===== config.mk =====
export PLATFORM = sky130hd
export DESIGN_NAME = fft_r22sdf_bfii_stage
export DESIGN_NICKNAME = d
export VERILOG_FILES = /design/src/rtl/fft_r22sdf_bfii_stage.sv
export SDC_FILE = /design/constraint.sdc
export NUM_CORES = 1
export LEC_CHECK = 0
export CAP_MARGIN = 20
export CELL_PAD_IN_SITES_DETAIL_PLACEMENT = 2
export CELL_PAD_IN_SITES_GLOBAL_PLACEMENT = 2
export CORE_MARGIN = 2
export CORE_UTILIZATION = 37
export CTS_BUF_LIST = sky130_fd_sc_hd__clkbuf_4
export CTS_CLUSTER_SIZE = 25
export DETAILED_ROUTE_END_ITERATION = 6
export PLACE_DENSITY_LB_ADDON = 0.1
export SYNTH_ARGS = -nofsm -noshare
export SYNTH_HDL_FRONTEND = slang
export SYNTH_SLANG_ARGS = --single-unit

===== constraint.sdc =====
create_clock -name clk_i -period 4.3 [get_ports clk_i]
set_clock_uncertainty 0.15 [all_clocks]
set_input_delay 0.86 -clock clk_i [delete_from_list [all_inputs] [get_ports clk_i]]
set_output_delay 0.86 -clock clk_i [all_outputs]
set_load 0.01 [all_outputs]

===== src/rtl/fft_r22sdf_bfii_stage.sv =====
// R2^2SDF type-II butterfly stage. It sequences itself from an internal sample counter and uses a feedback delay line.
// Optional build macro FFT_BFII_SCALE_EN: round-half-up halving of the output (OW = DW).
module fft_r22sdf_bfii_stage #(
  parameter int DW            = 25,
  parameter int SHIFT_REG_LEN = 1,
  localparam int LOG2L = (SHIFT_REG_LEN > 1) ? $clog2(SHIFT_REG_LEN) : 0,
  localparam int CW    = LOG2L + 2,
`ifdef FFT_BFII_SCALE_EN
  localparam int OW    = DW
`else
  localparam int OW    = DW + 1
`endif
) (
  input  logic                 clk_i,
  input  logic                 rst_n,
  input  logic                 valid_i,
  input  logic                 sync_i,
  input  logic                 inv_i,
  input  logic signed [DW-1:0] x_re_i,
  input  logic signed [DW-1:0] x_im_i,
  output logic                 valid_o,
  output logic                 sync_o,
  output logic signed [OW-1:0] z_re_o,
  output logic signed [OW-1:0] z_im_o
);

  // Handshake: valid-only, there is no back-pressure. A sample is accepted on every rising
  // edge where valid_i is high. On any other cycle, cnt, the delay line, z and sync_o keep their values.

  logic [CW-1:0]   cnt;
  logic [CW-1:0]   cnt_eff;
  logic [CW-1:0]   cnt_nxt;
  logic            sel;
  logic            tsel;

  logic signed [DW:0] dl_re [SHIFT_REG_LEN];
  logic signed [DW:0] dl_im [SHIFT_REG_LEN];

  logic signed [DW:0] x_re_ext, x_im_ext;
  logic signed [DW:0] xsr_re, xsr_im;
  logic signed [DW:0] zf_re, zf_im;
  logic signed [DW:0] push_re, push_im;
  logic signed [OW-1:0] zo_re, zo_im;

  // A sync realigns the phase on the same sample that carries it.
  assign cnt_eff = sync_i ? '0 : cnt;
  assign cnt_nxt = cnt_eff + CW'(1);
  assign sel     = cnt_eff[LOG2L];
  assign tsel    = ~cnt_eff[LOG2L+1];

  assign x_re_ext = {x_re_i[DW-1], x_re_i};
  assign x_im_ext = {x_im_i[DW-1], x_im_i};
  assign xsr_re   = dl_re[SHIFT_REG_LEN-1];
  assign xsr_im   = dl_im[SHIFT_REG_LEN-1];

  always_comb begin
    zf_re   = xsr_re;
    zf_im   = xsr_im;
    push_re = x_re_ext;
    push_im = x_im_ext;
    if (sel) begin
      if (tsel) begin
        zf_re   = xsr_re + x_re_ext;
        zf_im   = xsr_im + x_im_ext;
        push_re = xsr_re - x_re_ext;
        push_im = xsr_im - x_im_ext;
      end else if (!inv_i) begin
        // Forward direction: x is rotated by -j.
        zf_re   = xsr_re + x_im_ext;
        zf_im   = xsr_im - x_re_ext;
        push_re = xsr_re - x_im_ext;
        push_im = xsr_im + x_re_ext;
      end else begin
        zf_re   = xsr_re - x_im_ext;
        zf_im   = xsr_im + x_re_ext;
        push_re = xsr_re + x_im_ext;
        push_im = xsr_im - x_re_ext;
      end
    end
  end

`ifdef FFT_BFII_SCALE_EN
  // Widen by one bit before adding the rounding constant, so the +1 cannot wrap.
  assign zo_re = OW'(($signed({zf_re[DW], zf_re}) + $signed((DW+2)'(1))) >>> 1);
  assign zo_im = OW'(($signed({zf_im[DW], zf_im}) + $signed((DW+2)'(1))) >>> 1);
`else
  assign zo_re = zf_re;
  assign zo_im = zf_im;
`endif

  always_ff @(posedge clk_i or negedge rst_n) begin
    if (!rst_n) begin
      cnt <= '0;
      for (int i = 0; i < SHIFT_REG_LEN; i++) begin
        dl_re[i] <= '0;
        dl_im[i] <= '0;
      end
    end else if (valid_i) begin
      cnt      <= cnt_nxt;
      dl_re[0] <= push_re;
      dl_im[0] <= push_im;
      for (int i = 1; i < SHIFT_REG_LEN; i++) begin
        dl_re[i] <= dl_re[i-1];
        dl_im[i] <= dl_im[i-1];
      end
    end
  end

  always_ff @(posedge clk_i or negedge rst_n) begin
    if (!rst_n) begin
      valid_o <= 1'b0;
      sync_o  <= 1'b0;
      z_re_o  <= '0;
      z_im_o  <= '0;
    end else begin
      valid_o <= valid_i;
      if (valid_i) begin
        sync_o <= sync_i;
        z_re_o <= zo_re;
        z_im_o <= zo_im;
      end
    end
  end

endmodule


==> run summary, run 1 <==
The run finished with clean final reports. The number of nets in the layout came out at 2859. The maximum resistive drop on vdd came out at 0.000155 V. The initialized floorplan defines 77 standard-cell rows.

The number of register bits inferred by synthesis is 108. The synthesized netlist devotes 32.0% of its cell area to compound gates. The number of remaining DRC errors is 0. The most frequently used flop master after synthesis is dfrtp_1.

The post-synthesis average cell area came out at 7.37 um^2. The post-synthesis instance area is 16700 um^2. The worst-margin pin slew is 1.04 ns. The layout overhead on the synthesized area came out at 24.9%.

The number of optimization iterations in the first detailed-route pass came out at 5. The violation count after the first detailed-route iteration came out at 1196. The number of nets in the synthesized netlist is 2533. After detailed routing, the total wire length is 87500 um. Cells with a size suffix above 1 make up 15.9% of the layout. The number of different library cells in the post-synthesis netlist came out at 79. By startpoint and endpoint, the worst setup path is classified as input port to register. The worst-case setup margin in the final layout is 0.210 ns. The post-place setup slack came out at -0.460 ns. Counting flops with a built-in enable in the synthesized netlist gives 0.

For this configuration, the core starts out at a cell density of 37.7%. The overflow left after global routing came out at 0. The worst slew margin relative to its limit is 30.4%. The cell area power density came out at 448 nW/um^2. The share of cell area taken by muxes after synthesis came out at 2.63%. The signal arrival time at the worst endpoint came out at 4.51 ns. The die is 217 um tall. The depth of the CTS H-tree is 3. The required time at the endpoint of the critical path came out at 4.72 ns.

Across all hold checks on the routed design, the worst slack comes to 0.156 ns. The count of pins over their slew limit is 0. The power after layout is 9.36 mW. Using the TritonRoute via totals, the vias-per-cell ratio works out to 6.03. The initial antenna violation count came out at 3.

The estimated wirelength of the detail-placed design is 69500 um. The final setup violation count came out at 0. Max-cap violations in this run came to 0. The total of buffers placed on input and output ports is 108. TritonCTS created 9 clock buffers. TritonCTS built the clock tree.

The xor/xnor share of the synthesized area is 8.22%. In this run the worst hold path is classified as input port to asynchronous set/reset pin. The largest net degree at the start of global routing is 106.

In this run the static leakage power is 9.47 nW. The area used by multi-input combinational logic came out at 13000 um^2. The number of global-route vias before repair is 21.8k. The die outline width is 217 um. The clock-pin slew of the registers on the worst-case setup and hold paths came out at 0.24 ns. The final critical-path required period came out at 4.09 ns.

The simple-gate share of the synthesized area came out at 18.6%. The routed layout has 19.3k vias. Adding up every negative setup slack in the final design gives 0 ns. The maximum fanout encountered on the critical timing path came out at 4. The global-route wire length before repair came out at 133000 um. The sequential cell area fraction in the yosys report came out at 16.2%. After detailed routing, the average wire length per cell comes to 27.4 um.

The number of antenna-violating nets in the routed design is 0. The synthesized instance count is 2270. The die covers 46900 um^2.

For flop-to-flop paths, the worst setup slack is 0.49 ns. The adder and majority cell fraction of the synthesized area came out at 15.9%. The root buffer cell chosen for the clock tree is clkbuf_4. Fill cells in the final layout number 5215. The combined global-route utilization of all metal layers is 37.3%. The worst setup path is launched from an input port.

The final critical-path share of the clock period came out at 95.1%. The count of boundary I/O pins is 109. Setup repair after global routing left no endpoint under its margin. At the end of routability-driven placement, the weighted congestion stood at 0.943. The maximum root-to-sink buffer count is 2.

The source-to-sink clock delay at the later pin of the worst-skew pair came out at 0.66 ns. Timing would allow up to 0.244 GHz. The sequential cell area came out at 2700 um^2.

By area, the combinational part of the netlist is dominated by compound AO/OA/AOI/OAI gates. The placeable core region is 44400 um^2. The nature of the critical path endpoint is a register. The share of flip-flops with an asynchronous set or reset came out at 100%. For this design, the sink count on the clock tree is 108.

The final hold violation count came to 0. The number of warnings printed during yosys synthesis is 0.
==> critical path, cell delays in order <==
cell             delay, ns
clkdlybuf4s50_1       0.51
buf_4                 0.15
ha_1                  0.18
fa_1                  0.20
nor2b_1               0.23
o211a_1               0.27
o211ai_1              0.20
a2111oi_1             0.56
buf_4                 0.21
o31ai_1               0.08
buf_4                 0.14
o41ai_1               0.25
buf_4                 0.18
a21oi_1               0.08
mux2i_1               0.14
a311oi_1              0.28
==> placed cells by master (no fill, tap or decap), types with 58 or more instances in the layout <==
cell             Yosys  layout
ha_1               200     200
o21ai_0            115     115
nor3_1              68      68
a211oi_1            58      58
buf_4                0     349
nand2_1            125     125
a21oi_1            244     244
xnor2_1            131     131
nor2_1             237     235
dfrtp_1            108     108
inv_1              135     133
clkdlybuf4s50_1      0     105
==> state kept, by name, summed over array words and instances (netlist names) <==
| signal | count |
|---|---|
| dl_re | 26 |
| cnt | 2 |
| dl_im | 26 |
| valid_o | 1 |
| z_im_o | 26 |
| z_re_o | 26 |
| sync_o | 1 |
==> cell type report <==
| type | instances | share of cell area [%] |
|---|---|---|
| Multi-Input combinational cell | 1877 | 62.1 |
| Clock inverter | 6 | 0.264 |
| Sequential cell | 108 | 12.9 |
| Antenna cell | 4 | 0.0479 |
| Timing Repair Buffer | 461 | 18.2 |
| Tap cell | 592 | 3.55 |
| Inverter | 139 | 2.51 |
| Clock buffer | 10 | 0.360 |
==> stage by stage <==
stage	utilization (%)	std cells	cell area, um^2
after floorplan	-	2270	16700
after global placement	46.7	3177	20700
after detailed placement	46.7	3177	20700
after CTS	47.0	3193	20900
after global routing	47.0	3196	20900
final	47.0	3197	20900
==> what timing repair did <==
item / 4_1_cts / 5_1_grt
resized for setup: 0 / 1
hold buffers: 0 / 0
setup endpoints to repair: 0 / 2
buffers inserted: 0 / 0
==> where the power goes <==
part / internal (mW) / switching (mW) / total [mW]
clock network: 0.177 / 0.491 / 0.668
logic: 3.10 / 3.97 / 7.07
registers: 1.25 / 0.364 / 1.62
total: 4.53 / 4.83 / 9.36
==> kinds of logic after synthesis <==
| family | after synthesis |
|---|---|
| AOI/OAI and AO/OA | 810 |
| and+or+nand+nor | 659 |
| buffers and inverters | 285 |
| adders and majority gates | 208 |
| xor gates and xnor gates | 157 |
| DFF | 108 |
| muxes | 43 |
==> routing by layer <==
| metal | vias to the layer above | wire, um | global-route usage (%) | share of wire (%) |
|---|---|---|---|---|
| li1 | 8880 | - | - | - |
| met1 | 9631 | 35000 | 41.8 | 40 |
| met2 | 511 | 42100 | 64.7 | 48 |
| met3 | 255 | 2940 | 4.80 | 3.4 |
| met4 | 2 | 7540 | 27.8 | 8.6 |
| met5 | - | 12 | 0 | 0.014 |
==> cell usage after synthesis, types with 27 or more instances <==
cell      count  area share (%)
a211oi_1     58             2.6
a21o_1       40             1.8
a21oi_1     244             7.3
a31oi_1      35             1.3
clkbuf_1    125             2.8
dfrtp_1     108              16
ha_1        200              15
inv_1       135             3.0
mux2i_1      35             2.1
nand2_1     125             2.8
nand2b_1     47             1.8
nand3_1      40             1.2
nor2_1      237             5.3
nor2b_1      32             1.2
nor3_1       68             2.0
o211ai_1     35             1.6
o21a_1       27             1.2
o21ai_0     115             3.4
o21bai_1     28             1.3
xnor2_1     131             6.9
==> path summary, 6_finish.rpt <==
| check | from | to | cells after the start |
|---|---|---|---|
| min reg2reg | z_re_o[2] | z_re_o[2] | 1 |
| max | x_re_i[0] | z_re_o[24] | 16 |
| min | rst_n | z_re_o[16] | 1 |
| min in group clk_i | z_re_o[2] | z_re_o[2] | 1 |
| max in group asynchronous | rst_n | dl_im[19] | 2 |
| max reg2reg | dl_im[0] | z_im_o[18] | 13 |
Note: power is estimated with default switching activity, not from simulation.
==> run 2, diff against run 1 <==
CELL_PAD_IN_SITES_DETAIL_PLACEMENT = 1   (was 2)
CELL_PAD_IN_SITES_GLOBAL_PLACEMENT = 1   (was 2)
CORE_UTILIZATION = 43   (was 37)
==> run 2 against run 1 <==
Die area decreased by 14%. Sequential share of layout area increased by 0.10 points. Global-route usage increased by 1.0 points. Fmax decreased by 0.81%. Cell area decreased by 0.77%. Clock power increased by 6.9%. Critical path depth decreased by 2. Sequential cell count unchanged. Highest routed layer is now met4. Cell count decreased by 2.8%. Worst hold slack got worse by 0.11 ns. Largest cell class unchanged.
==> run summary, run 2 (synthesis results as in run 1) <==
The run finished with clean final reports. The critical path is of the input port to register type. The number of buffers added by the clock tree synthesis step was 9 (unchanged). The count of boundary I/O pins came to 109 (unchanged). The leading cell type in the layout, fill and taps excluded is buf_4.

The signal arrival time at the worst endpoint is 4.54 ns (+0.03 ns). The worst-margin pin slew is 1.09 ns (+0.0417 ns). The count of pins over their slew limit came out at 0 (unchanged). The met1 layer usage reported by global route is 44.4% (+2.6 points).

The number of hold-repair buffers added at the cts stage came out at 0 (unchanged). The placeable core region came to 38600 um^2 (-13%). The cell area power density came out at 439 nW/um^2 (-2.0%). The detailed-route vias per instance is 6.17 (+2.3%). The final hold violation count is 0 (unchanged).

The worst setup path is captured at a register. The combined buffer and inverter count along the critical path was 3 (-2). On the critical path, the stage with the largest delay is an instance of a2111oi_1. The maximum fanout encountered on the critical timing path came out at 3 (-1). The number of remaining DRC errors is 0 (unchanged).

Traced cell by cell, the critical path runs through clkdlybuf4s50_1 > ha_1 > fa_1 > nor2b_1 > o211a_1 > o211ai_1 > buf_4 > a2111oi_1 > buf_4 > o31ai_1 > o41ai_2 > a21oi_1 > a41o_1 > a211oi_1. The die outline height is 201 um (-7.1%). The routing usage on met3 is 3.63% (-1.2 points). The final critical-path share of the clock period came out at 95.9% (+0.78 points). The violation count after the first detailed-route iteration was 1122 (-6.2%). The min-delay analysis places its worst path in the category input port to asynchronous set/reset pin. The worst slew margin relative to its limit is 27.3% (-3.1 points).

The number of sinks handled by clock tree synthesis came out at 108 (unchanged). The source-to-sink clock delay at the later pin of the worst-skew pair is 0.64 ns (-0.02 ns). The fraction of layout instances using a drive strength above 1 is 15.6% (-0.29 points). The maximum root-to-sink buffer count came out at 2 (unchanged). The die outline width came to 201 um (-7.1%).

The layout overhead on the synthesized area is 23.9%. The routed wire length per instance is 25.1 um (-8.3%). TritonCTS built the clock tree. The maximum resistive drop on vdd was 0.000216 V (+39%). The maximum clock frequency came out at 0.242 GHz (-0.81%). The number of optimization iterations in the first detailed-route pass is 5 (unchanged). Setup repair after global routing left no endpoint under its margin. The number of fill cells is 4980 (-4.5%).

The final setup TNS came out at 0 ns (unchanged). The sum of routed wire length over all layers is 78000 um (-11%). The initial antenna violation count is 2 (-1).

met2 is the most crowded layer. The combined global-route utilization of all metal layers came out at 38.3% (+1.0 points). The overflow left after global routing is 0 (unchanged). The total number of vias is 19.2k (-0.59%).

The cell sitting at the root of the clock tree is a clkbuf_4. The required time at the endpoint of the critical path is 4.72 ns (about the same). The placer congestion estimate was 0.982 (+4.2%). The cell family contributing the most delay on the critical path is compound AO/OA/AOI/OAI gates. Counting stages on the worst path, the most repeated cell is buf_4. The depth of the CTS H-tree came to 3 (unchanged).

The global routing usage on met2 came out at 66.8% (+2.2 points). The total number of placement rows came out at 72 (-6.5%). The worst setup path is launched from an input port.

The total of buffers placed on input and output ports is 108 (unchanged). The number of antenna-violating nets in the routed design came out at 0 (unchanged). The estimated wirelength of the detail-placed design is 61800 um (-11%). The final setup violation count came to 0 (unchanged). The area of the die is 40500 um^2 (-14%).

The biggest cell delay along the critical path came out at 0.54 ns (-0.02 ns). The leakage power came out at 9.42 nW (-0.51%). The reported max-cap violation count is 0 (unchanged). The final critical-path required period came out at 4.12 ns (+0.0335 ns).

The number of nets in the layout came out at 2845 (-0.49%). Leaving out fill and tap cells, the most frequent cells in the layout are buf_4, a21oi_1, nor2_1, ha_1, inv_1. The largest net degree at the start of global routing is 92 (-13%). The starting density of the core came out at 43.4% (+5.7 points). The global-route wire length before repair is 119000 um (-10%). The summed area of non-filler cells in the final layout was 20700 um^2 (-0.77%). The number of global-route vias before repair came to 20.2k (-7.2%). The clock-pin slew of the registers on the worst-case setup and hold paths is 0.21 ns (-0.03 ns). The placed cell area is 20500 um^2 (-1.0%).
## run 2: power by group
part	switching [mW]	total, mW	leakage (nW)	internal [mW]
Clock	0.475	0.714	0.0874	0.239
Combinational	3.78	6.80	8.06	3.02
Sequential	0.338	1.59	1.27	1.25
## run 2: routing by layer
layer / share of wire [%] / vias up
met1: 40 / 9477
met5: 0 / -
met4: 7.6 / 0
li1: - / 8867
met2: 48 / 612
met3: 4.2 / 209
## run 2: final timing paths
kind                       slack (ns)         end       from  cells past startpoint
min reg2reg                      0.36   z_im_o[2]  z_im_o[2]                      1
min in group clk_i               0.36   z_im_o[2]  z_im_o[2]                      1
max in group asynchronous        3.12    dl_im[1]      rst_n                      2
max reg2reg                      0.42  z_re_o[20]   dl_re[0]                     13
max                              0.18  z_re_o[20]  x_re_i[0]                     14
min                              0.05   dl_re[24]      rst_n                      1
## run 2: cell type report
cell class / instances / area (um^2) / area share [%]
Multi-Input combinational cell: 1877 / 13000 / 62.7
Timing Repair Buffer: 447 / 3680 / 17.8
Sequential cell: 108 / 2700 / 13.0
Tap cell: 518 / 648 / 3.13
Inverter: 139 / 524 / 2.53
Clock inverter: 6 / 95.1 / 0.459
Clock buffer: 9 / 67.6 / 0.326
Antenna cell: 2 / 5.00 / 0.0242
## run 2: repair_timing
item / 4_1_cts / 5_1_grt
resized for setup: 0 / 5
endpoints found under the setup margin: 0 / 5
setup buffers: 0 / 0
## run 2: through the flow
stage	utilization, %	instances	total power, mW	hold slack (ns)	setup slack, ns
2_1_floorplan	-	2270	5.53	0.362	0.557
3_3_place_gp	53.2	3089	8.09	0.311	-0.599
3_5_place_dp	53.2	3089	8.28	0.326	-0.636
4_1_cts	53.7	3104	9.04	0.0440	0.0837
5_1_grt	53.7	3105	9.77	0.0748	0.0179
6_report	53.7	3106	9.10	0.0475	0.176
## run 2: worst reg2reg max path, delay by kind of cell, from the launching register on
family | cells | cell delay (ns)
flip-flops | 1 | 0.47
buffers and inverters | 2 | 0.39
adder cells (fa/ha/maj) | 2 | 0.43
AO/OA/AOI/OAI | 8 | 2.07
AND/OR/NAND/NOR | 1 | 0.28
==> run 3, diff against run 2 <==
CTS_BUF_LIST = sky130_fd_sc_hd__clkbuf_8   (was sky130_fd_sc_hd__clkbuf_4)
==> run 3 against run 2 <==
Critical path depth stayed put. Via count hardly changed. Sequential power hardly changed. Cell area is 0.38% higher. Global-route usage hardly changed. Sequential cell count stayed put. Critical endpoint is now dl_im[24].
==> run summary, run 3 (synthesis results as in run 1) <==
The category of the critical setup timing path is input port to register. The number of global-route vias before repair came out at 20.2k (+0.13%). The final setup violation count is 0 (unchanged). The depth of the CTS H-tree is 3 (unchanged). The signal on the critical path passes through clkdlybuf4s50_1 > inv_1 > ha_1 > nand2b_1 > a2111oi_0 > buf_4 > o311a_1 > o211ai_1 > a211oi_2 > nor4_1 > buf_4 > o211ai_1 > nor4b_1 > nand3_1. The flow ran to the end, and the final reports show no timing, DRC or antenna violations. The clock network fraction of design power came out at 8.9% (+1.1 points).

The leakage power was 9.45 nW (+0.30%). The path type of the worst min-delay path is input port to asynchronous set/reset pin. The source-to-sink clock delay at the later pin of the worst-skew pair is 0.48 ns (-0.16 ns).

The area growth from synthesis to layout is 24.4%. The total number of placement rows came to 72 (unchanged). The fraction of layout instances using a drive strength above 1 came out at 15.8% (+0.19 points).

The maximum clock frequency came to 0.237 GHz (-2.3%). The initial antenna violation count is 1 (-1). The die outline height came to 201 um (unchanged). The count of pins over their slew limit is 0 (unchanged).

The final hold violation count is 0 (unchanged). The number of cells on the worst reg-to-reg path came to 12 (-1). The share of power burned in combinational logic is 73.9% (-0.8 points). The worst slew margin relative to its limit came out at 27.7% (+0.38 points). The worst-margin pin slew is 1.08 ns (-0.00572 ns). The cell area power density came out at 444 nW/um^2 (+0.99%). The number of nets in the layout came out at 2845 (unchanged). The required time at the endpoint of the critical path came to 4.51 ns (-0.21 ns). The power after layout came out at 9.23 mW (+1.4%). The placeable core region was 38600 um^2 (unchanged).

The sum of routed wire length over all layers came out at 78200 um (+0.23%). The clock-pin slew of the registers on the worst-case setup and hold paths is 0.13 ns (-0.08 ns). The maximum resistive drop on vdd came out at 0.000216 V (+0.14%). On the critical path, the stage with the largest delay is an instance of clkdlybuf4s50_1.

The violation count after the first detailed-route iteration came out at 1162 (+3.6%). The total internal power came to 4.61 mW (+2.2%). The number of sinks handled by clock tree synthesis is 108 (unchanged). The placer congestion estimate is 0.982 (unchanged).

The dominant delay contributor by cell family on the critical path is compound AO/OA/AOI/OAI gates. The instance count on the critical path is 14 (unchanged). The combined global-route utilization of all metal layers came out at 38.3% (about the same).

STA classifies the critical path startpoint as an input port. The estimated wirelength of the detail-placed design came out at 61800 um (unchanged). The combined buffer and inverter count along the critical path came out at 4 (+1). The number of remaining DRC errors is 0 (unchanged). The sequential fraction of design power is 17.3% (-0.2 points). The number of buffers added by the clock tree synthesis step was 9 (unchanged).

The starting density of the core came out at 43.4% (unchanged). The biggest cell delay along the critical path is 0.50 ns (-0.04 ns). The detailed-route vias per instance was 6.18 (about the same).

The final critical-path share of the clock period is 98.1% (+2.2 points). The final critical-path required period came out at 4.22 ns (+0.0961 ns). The overflow left after global routing came to 0 (unchanged). The number of antenna-violating nets in the routed design came out at 0 (unchanged).

The largest net degree at the start of global routing came out at 92 (unchanged). The die outline width came out at 201 um (unchanged). The reported max-cap violation count came out at 0 (unchanged). The total of buffers placed on input and output ports is 108 (unchanged). The maximum fanout encountered on the critical timing path is 4 (+1). The count of boundary I/O pins came out at 109 (unchanged).

The number of optimization iterations in the first detailed-route pass came out at 7 (+2). STA classifies the critical path endpoint as a register. The global-route wire length before repair is 120000 um (+0.10%).

The signal arrival time at the worst endpoint came out at 4.43 ns (-0.11 ns). The library cell used most frequently in the layout, excluding fill and tap cells, is buf_4. The area of the die came out at 40500 um^2 (unchanged).

The library cell used as clock root buffer is clkbuf_8. The switching power total came out at 4.62 mW (+0.55%). The fraction of power spent switching nets came out at 50.0% (-0.41 points). The worst hold slack across all endpoints is 0.243 ns (+0.195 ns).

The maximum root-to-sink buffer count came to 2 (unchanged). The routed wire length per instance came out at 25.2 um (+0.26%). TritonCTS built the clock tree. The total number of vias came out at 19.2k (+0.052%). The number of hold-repair buffers added at the cts stage came to 0 (unchanged).

The top cell types in the final layout, fill and taps aside, are buf_4, a21oi_1, nor2_1, ha_1, inv_1.
-- run 3: cell count changes in the layout (fill, tap and decap cells not counted), sizes merged --
cell / delta
diode: -1
-- run 3: final cells by class --
type | instances | area, um^2
Inverter | 139 | 524
Timing Repair Buffer | 447 | 3680
Clock inverter | 6 | 95.1
Fill cell | 4974 | 17800
Antenna cell | 1 | 2.50
Tap cell | 518 | 648
Clock buffer | 9 | 124
Sequential cell | 108 | 2700
Multi-Input combinational cell | 1877 | 13000
-- run 3: timing repair --
action                                  4_1_cts  5_1_grt
resized for setup                             2        8
cloned                                        0        0
endpoints found under the setup margin        3       12
pin swaps                                     0        1
setup buffers                                 0        0
-- run 3: power by group through the flow --
stage / sequential, mW / clock, mW / combinational, mW
finish: 1.59 / 0.818 / 6.82
global route: 1.63 / 0.860 / 7.40
CTS: 1.59 / 0.846 / 6.72
detailed placement: 1.61 / 0 / 6.67
global placement: 1.60 / 0 / 6.49
floorplan: 1.55 / 0 / 3.98
-- run 3: through the flow --
| stage | setup TNS, ns | cell area [um^2] | setup WS, ns | instances | utilization (%) |
|---|---|---|---|---|---|
| floorplan | 0 | 16700 | 0.557 | 2270 | - |
| global placement | -5.83 | 20500 | -0.599 | 3089 | 53.2 |
| detailed placement | -8.61 | 20500 | -0.636 | 3089 | 53.2 |
| CTS | 0 | 20800 | 0.0165 | 3104 | 53.8 |
| global route | -0.0282 | 20800 | -0.0198 | 3104 | 53.9 |
| finish | 0 | 20800 | 0.0800 | 3105 | 53.9 |
-- run 3: layer usage --
layer	vias to the layer above	wire, um	global-route usage (%)
li1	8869	-	-
met1	9505	31200	44.5
met2	594	37800	66.5
met3	207	3230	3.50
met4	0	6050	27.3
met5	-	0	0
-- run 3: path summary, 6_finish.rpt --
check | slack [ns] | from | end
max | 0.08 | x_re_i[2] | dl_im[24]
min | 0.24 | rst_n | z_re_o[22]
max reg2reg | 0.55 | dl_im[2] | dl_im[24]
min reg2reg | 0.35 | z_im_o[7] | z_im_o[7]
max in group asynchronous | 2.94 | rst_n | dl_im[1]
min in group clk_i | 0.35 | z_im_o[7] | z_im_o[7]
